<file path="config.mk">
export PLATFORM = sky130hd
export DESIGN_NAME = dut_responder_flat
export DESIGN_NICKNAME = d
export VERILOG_FILES = /design/src/rtl/dut_responder_if.sv /design/src/rtl/dut_responder.sv /design/src/flat_wrapper.sv
export SDC_FILE = /design/constraint.sdc
export NUM_CORES = 1
export LEC_CHECK = 0
export BUFFER_PORTS_ARGS = -buffer_cell sky130_fd_sc_hd__buf_4
export CAP_MARGIN = 15
export CORE_ASPECT_RATIO = 1.4
export CORE_MARGIN = 2
export CORE_UTILIZATION = 60
export CTS_CLUSTER_DIAMETER = 30
export DETAILED_ROUTE_END_ITERATION = 6
export GPL_ROUTABILITY_DRIVEN = 1
export PLACE_DENSITY = 0.84
export SYNTH_ARGS = -nofsm -noshare
export SYNTH_HDL_FRONTEND = slang
export SYNTH_SLANG_ARGS = --single-unit
</file>
<file path="constraint.sdc">
create_clock -name clk_dut -period 4 [get_ports clk_dut]
set_input_delay 1.2 -clock clk_dut [delete_from_list [all_inputs] [get_ports clk_dut]]
set_output_delay 1.2 -clock clk_dut [all_outputs]
set_load 0.005 [all_outputs]
</file>
<file path="src/rtl/dut_responder_if.sv">
// dut_responder_if: operand/result conduit between the bench driver and dut_responder
// Signals:
//   i_enable, i_valid, i_op[1:0], i_drive_a/b[WIDTH-1:0]  driver -> DUT
//   o_dut_out[WIDTH-1:0], o_carry, o_valid,
//   o_result_ctr[WIDTH-1:0], o_fault                      DUT -> monitor
// Modports: master (driver side), slave (DUT side).
interface dut_responder_if #(
  parameter int WIDTH = 32
) ();
  logic             i_enable;
  logic             i_valid;
  logic [1:0]       i_op;
  logic [WIDTH-1:0] i_drive_a;
  logic [WIDTH-1:0] i_drive_b;
  logic [WIDTH-1:0] o_dut_out;
  logic             o_carry;
  logic             o_valid;
  logic [WIDTH-1:0] o_result_ctr;
  logic             o_fault;
  modport master (
    output i_enable, i_valid, i_op, i_drive_a, i_drive_b,
    input  o_dut_out, o_carry, o_valid, o_result_ctr, o_fault
  );
  modport slave (
    input  i_enable, i_valid, i_op, i_drive_a, i_drive_b,
    output o_dut_out, o_carry, o_valid, o_result_ctr, o_fault
  );
endinterface

</file>
<file path="src/rtl/dut_responder.sv">
// dut_responder: reference arithmetic DUT returning op(A,B) after LATENCY enabled clk_dut edges
// Ports:
//   clk_dut  DUT clock, all state on rising edge
//   reset    asynchronous, active-low reset
//   bus      dut_responder_if.slave: i_enable, i_valid, i_op (00 add, 01 sub, 10 pass-a, 11 xor),
//            i_drive_a/b -> o_dut_out, o_carry, o_valid, o_result_ctr, o_fault
// Optional: define DUT_RESPONDER_FAULT_EN to invert bit 0 of every FAULT_PERIOD-th valid result.
module dut_responder #(
  parameter int WIDTH        = 32,
  parameter int LATENCY      = 2,
  parameter int FAULT_PERIOD = 16
) (
  input logic            clk_dut,
  input logic            reset,
  dut_responder_if.slave bus
);
  logic [WIDTH:0]                sum;
  logic [WIDTH-1:0]              res;
  logic                          cy;
  logic [WIDTH-1:0]              in_d;
  logic                          in_c;
  logic [LATENCY-1:0][WIDTH-1:0] pd;
  logic [LATENCY-1:0]            pc;
  logic [LATENCY-1:0]            pv;
  // stage inputs: index 0 is the freshly computed result, index i is stage i-1
  logic [LATENCY-1:0][WIDTH-1:0] dch;
  logic [LATENCY-1:0]            cch;
  logic [LATENCY-1:0]            vch;
  logic [WIDTH-1:0]              ctr;
  logic                          hit;
  if (LATENCY < 1 || LATENCY > 8) begin : g_bad_latency
    $error("dut_responder: LATENCY must be 1..8");
  end
  if (FAULT_PERIOD < 2 || FAULT_PERIOD > 65536) begin : g_bad_period
    $error("dut_responder: FAULT_PERIOD must be 2..65536");
  end
  always_comb begin
    sum  = {1'b0, bus.i_drive_a} + {1'b0, bus.i_drive_b};
    res  = bus.i_op == 2'd0 ? sum[WIDTH-1:0] :
           bus.i_op == 2'd1 ? bus.i_drive_a - bus.i_drive_b :
           bus.i_op == 2'd2 ? bus.i_drive_a : bus.i_drive_a ^ bus.i_drive_b;
    cy   = bus.i_op == 2'd0 ? sum[WIDTH] :
           bus.i_op == 2'd1 ? bus.i_drive_a < bus.i_drive_b : 1'b0;
    in_d = bus.i_valid ? res : '0;
    in_c = bus.i_valid & cy;
  end
  if (LATENCY == 1) begin : g_chain1
    assign dch = in_d;
    assign cch = in_c;
    assign vch = bus.i_valid;
  end else begin : g_chain
    assign dch = {pd[LATENCY-2:0], in_d};
    assign cch = {pc[LATENCY-2:0], in_c};
    assign vch = {pv[LATENCY-2:0], bus.i_valid};
  end
`ifdef DUT_RESPONDER_FAULT_EN
  logic [15:0] fcnt;
  logic        flt;
  // 17-bit compare so FAULT_PERIOD = 65536 is reachable by a 16-bit counter
  assign hit = vch[LATENCY-1] && ({1'b0, fcnt} + 17'd1 == 17'(FAULT_PERIOD));
  assign bus.o_fault = flt;
`else
  assign hit = 1'b0;
  assign bus.o_fault = 1'b0;
`endif
  always_ff @(posedge clk_dut or negedge reset)
    if (!reset) begin
      pd  <= '0;
      pc  <= '0;
      pv  <= '0;
      ctr <= '0;
`ifdef DUT_RESPONDER_FAULT_EN
      fcnt <= '0;
      flt  <= 1'b0;
`endif
    end else if (bus.i_enable) begin
      for (int i = 0; i < LATENCY - 1; i++) begin
        pd[i] <= dch[i];
        pc[i] <= cch[i];
        pv[i] <= vch[i];
      end
      pd[LATENCY-1] <= dch[LATENCY-1] ^ WIDTH'(hit);
      pc[LATENCY-1] <= cch[LATENCY-1];
      pv[LATENCY-1] <= vch[LATENCY-1];
      // the result being replaced is the one counted
      ctr <= ctr + WIDTH'(pv[LATENCY-1]);
`ifdef DUT_RESPONDER_FAULT_EN
      flt  <= hit;
      fcnt <= hit ? '0 : fcnt + 16'(vch[LATENCY-1]);
`endif
    end
  assign bus.o_dut_out    = pd[LATENCY-1];
  assign bus.o_carry      = pc[LATENCY-1];
  assign bus.o_valid      = pv[LATENCY-1];
  assign bus.o_result_ctr = ctr;
endmodule
</file>
<file path="src/flat_wrapper.sv">
// flat-port wrapper written by rule: the top's interface ports become plain ports
module dut_responder_flat 
#(
  parameter int WIDTH        = 32,
  parameter int LATENCY      = 2,
  parameter int FAULT_PERIOD = 16
)
  (clk_dut, reset, bus_i_enable, bus_i_valid, bus_i_op, bus_i_drive_a, bus_i_drive_b, bus_o_dut_out, bus_o_carry, bus_o_valid, bus_o_result_ctr, bus_o_fault);
  dut_responder_if #(.WIDTH(WIDTH)) bus_i ();
  input logic clk_dut;
  input logic reset;
  input wire logic [$bits(bus_i.i_enable)-1:0] bus_i_enable;
  input wire logic [$bits(bus_i.i_valid)-1:0] bus_i_valid;
  input wire logic [$bits(bus_i.i_op)-1:0] bus_i_op;
  input wire logic [$bits(bus_i.i_drive_a)-1:0] bus_i_drive_a;
  input wire logic [$bits(bus_i.i_drive_b)-1:0] bus_i_drive_b;
  output wire logic [$bits(bus_i.o_dut_out)-1:0] bus_o_dut_out;
  output wire logic [$bits(bus_i.o_carry)-1:0] bus_o_carry;
  output wire logic [$bits(bus_i.o_valid)-1:0] bus_o_valid;
  output wire logic [$bits(bus_i.o_result_ctr)-1:0] bus_o_result_ctr;
  output wire logic [$bits(bus_i.o_fault)-1:0] bus_o_fault;
  assign bus_i.i_enable = bus_i_enable;
  assign bus_i.i_valid = bus_i_valid;
  assign bus_i.i_op = bus_i_op;
  assign bus_i.i_drive_a = bus_i_drive_a;
  assign bus_i.i_drive_b = bus_i_drive_b;
  assign bus_o_dut_out = bus_i.o_dut_out;
  assign bus_o_carry = bus_i.o_carry;
  assign bus_o_valid = bus_i.o_valid;
  assign bus_o_result_ctr = bus_i.o_result_ctr;
  assign bus_o_fault = bus_i.o_fault;
  dut_responder #(.WIDTH(WIDTH), .LATENCY(LATENCY), .FAULT_PERIOD(FAULT_PERIOD)) u_core (.clk_dut(clk_dut), .reset(reset), .bus(bus_i));
endmodule
</file>
==> impl_metrics.py <==
metrics = {
    "logic_synthesis": {
        "yosys_warnings": 0,
        "synth_area_leaders": "dfrtp_1 (31%), ha_1 (10%), mux2_2 (5.2%), a21oi_1 (4.7%), xnor2_1 (3.9%)",
        "synth_most_common_cell": "dfrtp_1",
        "syn-cell-area_mm2": 0.00818,
        "ys_types": 82,
        "ys_seq_elements": 100,
        "yosys.area.top_type": "dfrtp_1",
        "synthFlopType": "dfrtp_1",
        "seq_area_frac_synth": 0.306,
        "synth_cells": 948,
        "async_reset_ff_frac": 1.00,
        "synth_nets": 1087,
        "synth_edf_count": 0,
        "syn_avg_cell_area_um2": 8.63,
        "synth_commonest_cells": "dfrtp_1 (100), a21oi_1 (76), nor2_1 (68)",
        "synth_top_area_frac": 0.306,
    },
    "detailed_routing": {
        "post_drt_wl_per_cell_um": 19.3,
        "viasPerCell": 6.32,
        "drc_errors": 0,
        "finalWirelength_um": 24700,
        "antenna_left": 0,
        "vias": 8102,
        "drt_iter0_markers": 630,
        "firstDrtPassIters": 6,
    },
    "power_and_ir_drop": {
        "max-vdd-ir-drop_uv": 203,
        "p_leak_uw": 0.00474,
        "p_total_uw": 3250,
        "powerDensity_mw_per_mm2": 328,
    },
    "floorplanning": {
        "initial_core_util": 0.614,
        "fp-row-count": 50,
        "core_mm2": 0.0133,
        "fp.dieW_um": 103,
        "die_y_um": 142,
        "ios": 137,
        "fp.dieArea_mm2": 0.0146,
    },
    "clock_network": {
        "tritoncts": "done",
        "h-tree-depth": 3,
        "root_buffer": "clkbuf_16",
        "holdBufCountCts": 0,
        "insertion_delay_ps": 360,
        "cts-resized-gates": 0,
        "cts_made_buffers": 9,
        "cts.path.max_buffers": 2,
        "numClockSinks": 100,
        "post-cts-setup-buffers": 0,
        "clkTransAtPathRegs_ps": 70,
    },
    "timing": {
        "setup_tns_ps": 0,
        "worst_pin_slew_ps": 1080,
        "max_freq_mhz": 279,
        "setup-violations-final": 0,
        "slew_headroom": 0.281,
        "whs_ps": 472,
        "hold_violations": 0,
        "rsz0062_at_grt": "false",
        "fin_crit_sh": 0.897,
        "finalCriticalPeriod_ps": 3590,
        "slew_viol_final": 0,
        "skew_ps": 7.61,
    },
    "place": {
        "dp_hpwl_um": 18500,
        "routabilityCongestion": 0.986,
        "portBuffers": 135,
        "dp.cells": 1265,
    },
    "global_route": {
        "grt_usage": 0.343,
        "first_global_vias": 7925,
        "grt_max_degree": 83,
        "antenna_found_initial": 0,
        "grt_overflow": 0,
        "grt_pass1_wl_um": 38900,
    },
    "layout": {
        "num-nets-final": 1233,
        "area_growth_pct": 21.2,
        "drive_gt1_frac": 0.243,
        "fin_cells": 1281,
        "diodes": 0,
    },
    "critical_path": {
        "path_cells": "buf_4, inv_1, ha_1, or4_4, a2111oi_4, o31ai_4, a21oi_1, or2_1, a21oi_1, o21ai_1, mux2_1, o32ai_1",
        "crit_arrival_ps": 3850,
        "cp-end-kind": "flip-flop",
        "crit_slowest_cell": "or4_4",
        "crit_path_start_kind": "input port",
        "required_ps": 4260,
        "crit_path_max_incr_delay_ps": 580,
        "path_common_cell": "a21oi_1",
        "worst-path-max-fanout": 5,
        "critPathKind": "input port to flip-flop",
    },
    "hold_path": {
        "hold_class": "flip-flop to flip-flop",
    },
    "flow_run": {
        "cap_violations": 0,
    },
    "outcome": {
        "outcome": "completed",
    },
}
[final cells by class]
| cell class | instances | area [µm²] |
|---|---|---|
| clock inverters | 6 | 63.8 |
| clock buffers | 10 | 239 |
| flip-flops and latches | 100 | 2500 |
| repair buffers | 190 | 1430 |
| inverters | 74 | 278 |
| fillers | 1019 | 3410 |
| well taps | 182 | 228 |
| multi-input cells | 719 | 5180 |
[per-layer routing]
metal  vias to the layer above  routed length [µm]  global-route usage
met5                         -                   0                   0
met4                         0                1570               0.220
met3                       107                1650              0.0516
met2                       386               12300               0.580
met1                      3859                9170               0.397
li1                       3750                   -                   -
[worst paths after layout]
check / start / to / slack (ps) / cells after the start
min in group asynchronous: reset / u_core.bus.o_result_ctr[9] / 1010 / 1
setup / recovery: bus_i_drive_b[8] / u_core.dch[58] / 410 / 12
hold reg to reg: u_core.bus.o_result_ctr[31] / u_core.bus.o_result_ctr[31] / 470 / 1
hold / removal: u_core.bus.o_result_ctr[31] / u_core.bus.o_result_ctr[31] / 470 / 1
setup reg to reg: u_core.bus.o_result_ctr[2] / u_core.bus.o_result_ctr[27] / 1780 / 8
max in group asynchronous: reset / u_core.dch[53] / 2120 / 2
[cell families (layout without fill, tap and decap cells)]
family,Yosys count,in the layout,share of synthesized area
xor gates and xnor gates,46,46,0.0493
muxes,47,47,0.0653
buffers and inverters,129,280,0.0609
DFF,100,100,0.306
other,1,1,0.000459
AOI/OAI and AO/OA,290,290,0.250
adders and majority gates,69,69,0.107
and+or+nand+nor,266,266,0.161
[critical path: cells and delay by family]
kind | cells | cell delay (ps)
adders and majority gates | 1 | 350
AOI/OAI and AO/OA | 6 | 1130
and+or+nand+nor | 2 | 730
muxes | 1 | 330
buffers and inverters | 2 | 110
[sequential cells by signal (all words and copies together) (netlist names)]
signal and flops:
u_core.bus.o_dut_out 32, u_core.bus.o_result_ctr 32, u_core.dch 32, u_core.pc 2, u_core.pv 2
[cell usage in the layout (no fill, tap or decap), drive strengths merged, types with 7 or more instances in the layout]
cell,count
a221oi,8
a211oi,17
mux2,41
nor2b,7
o32ai,8
nor3,30
xnor2,36
nand3,22
nor2,68
buf,190
o21bai,9
o31ai,10
xor2,10
a21oi,78
nor4,8
and4,7
clkbuf,10
nand4,8
or4,8
o2bb2ai,9
a31oi,12
and3,12
nand2,65
nand2b,9
o21ai,48
ha,67
inv,78
or3,8
a21o,20
o211ai,18
dfrtp,100
[metrics by stage]
| stage | util | area, µm² | worst slack, ps |
|---|---|---|---|
| after CTS | 0.744 | 9910 | 406 |
| after floorplan | - | 8180 | 364 |
| after global placement | 0.721 | 9610 | 136 |
| after global routing | 0.744 | 9910 | 213 |
| after detailed placement | 0.721 | 9610 | 88.5 |
| final | 0.744 | 9910 | 412 |
[where the power goes]
| group | internal (µW) | total [µW] | switching, µW |
|---|---|---|---|
| Combinational | 521 | 1120 | 600 |
| Clock | 459 | 903 | 445 |
| Sequential | 1130 | 1230 | 95.0 |
| Total | 2110 | 3250 | 1140 |
No activity file was read; power rests on OpenSTA's default activity.
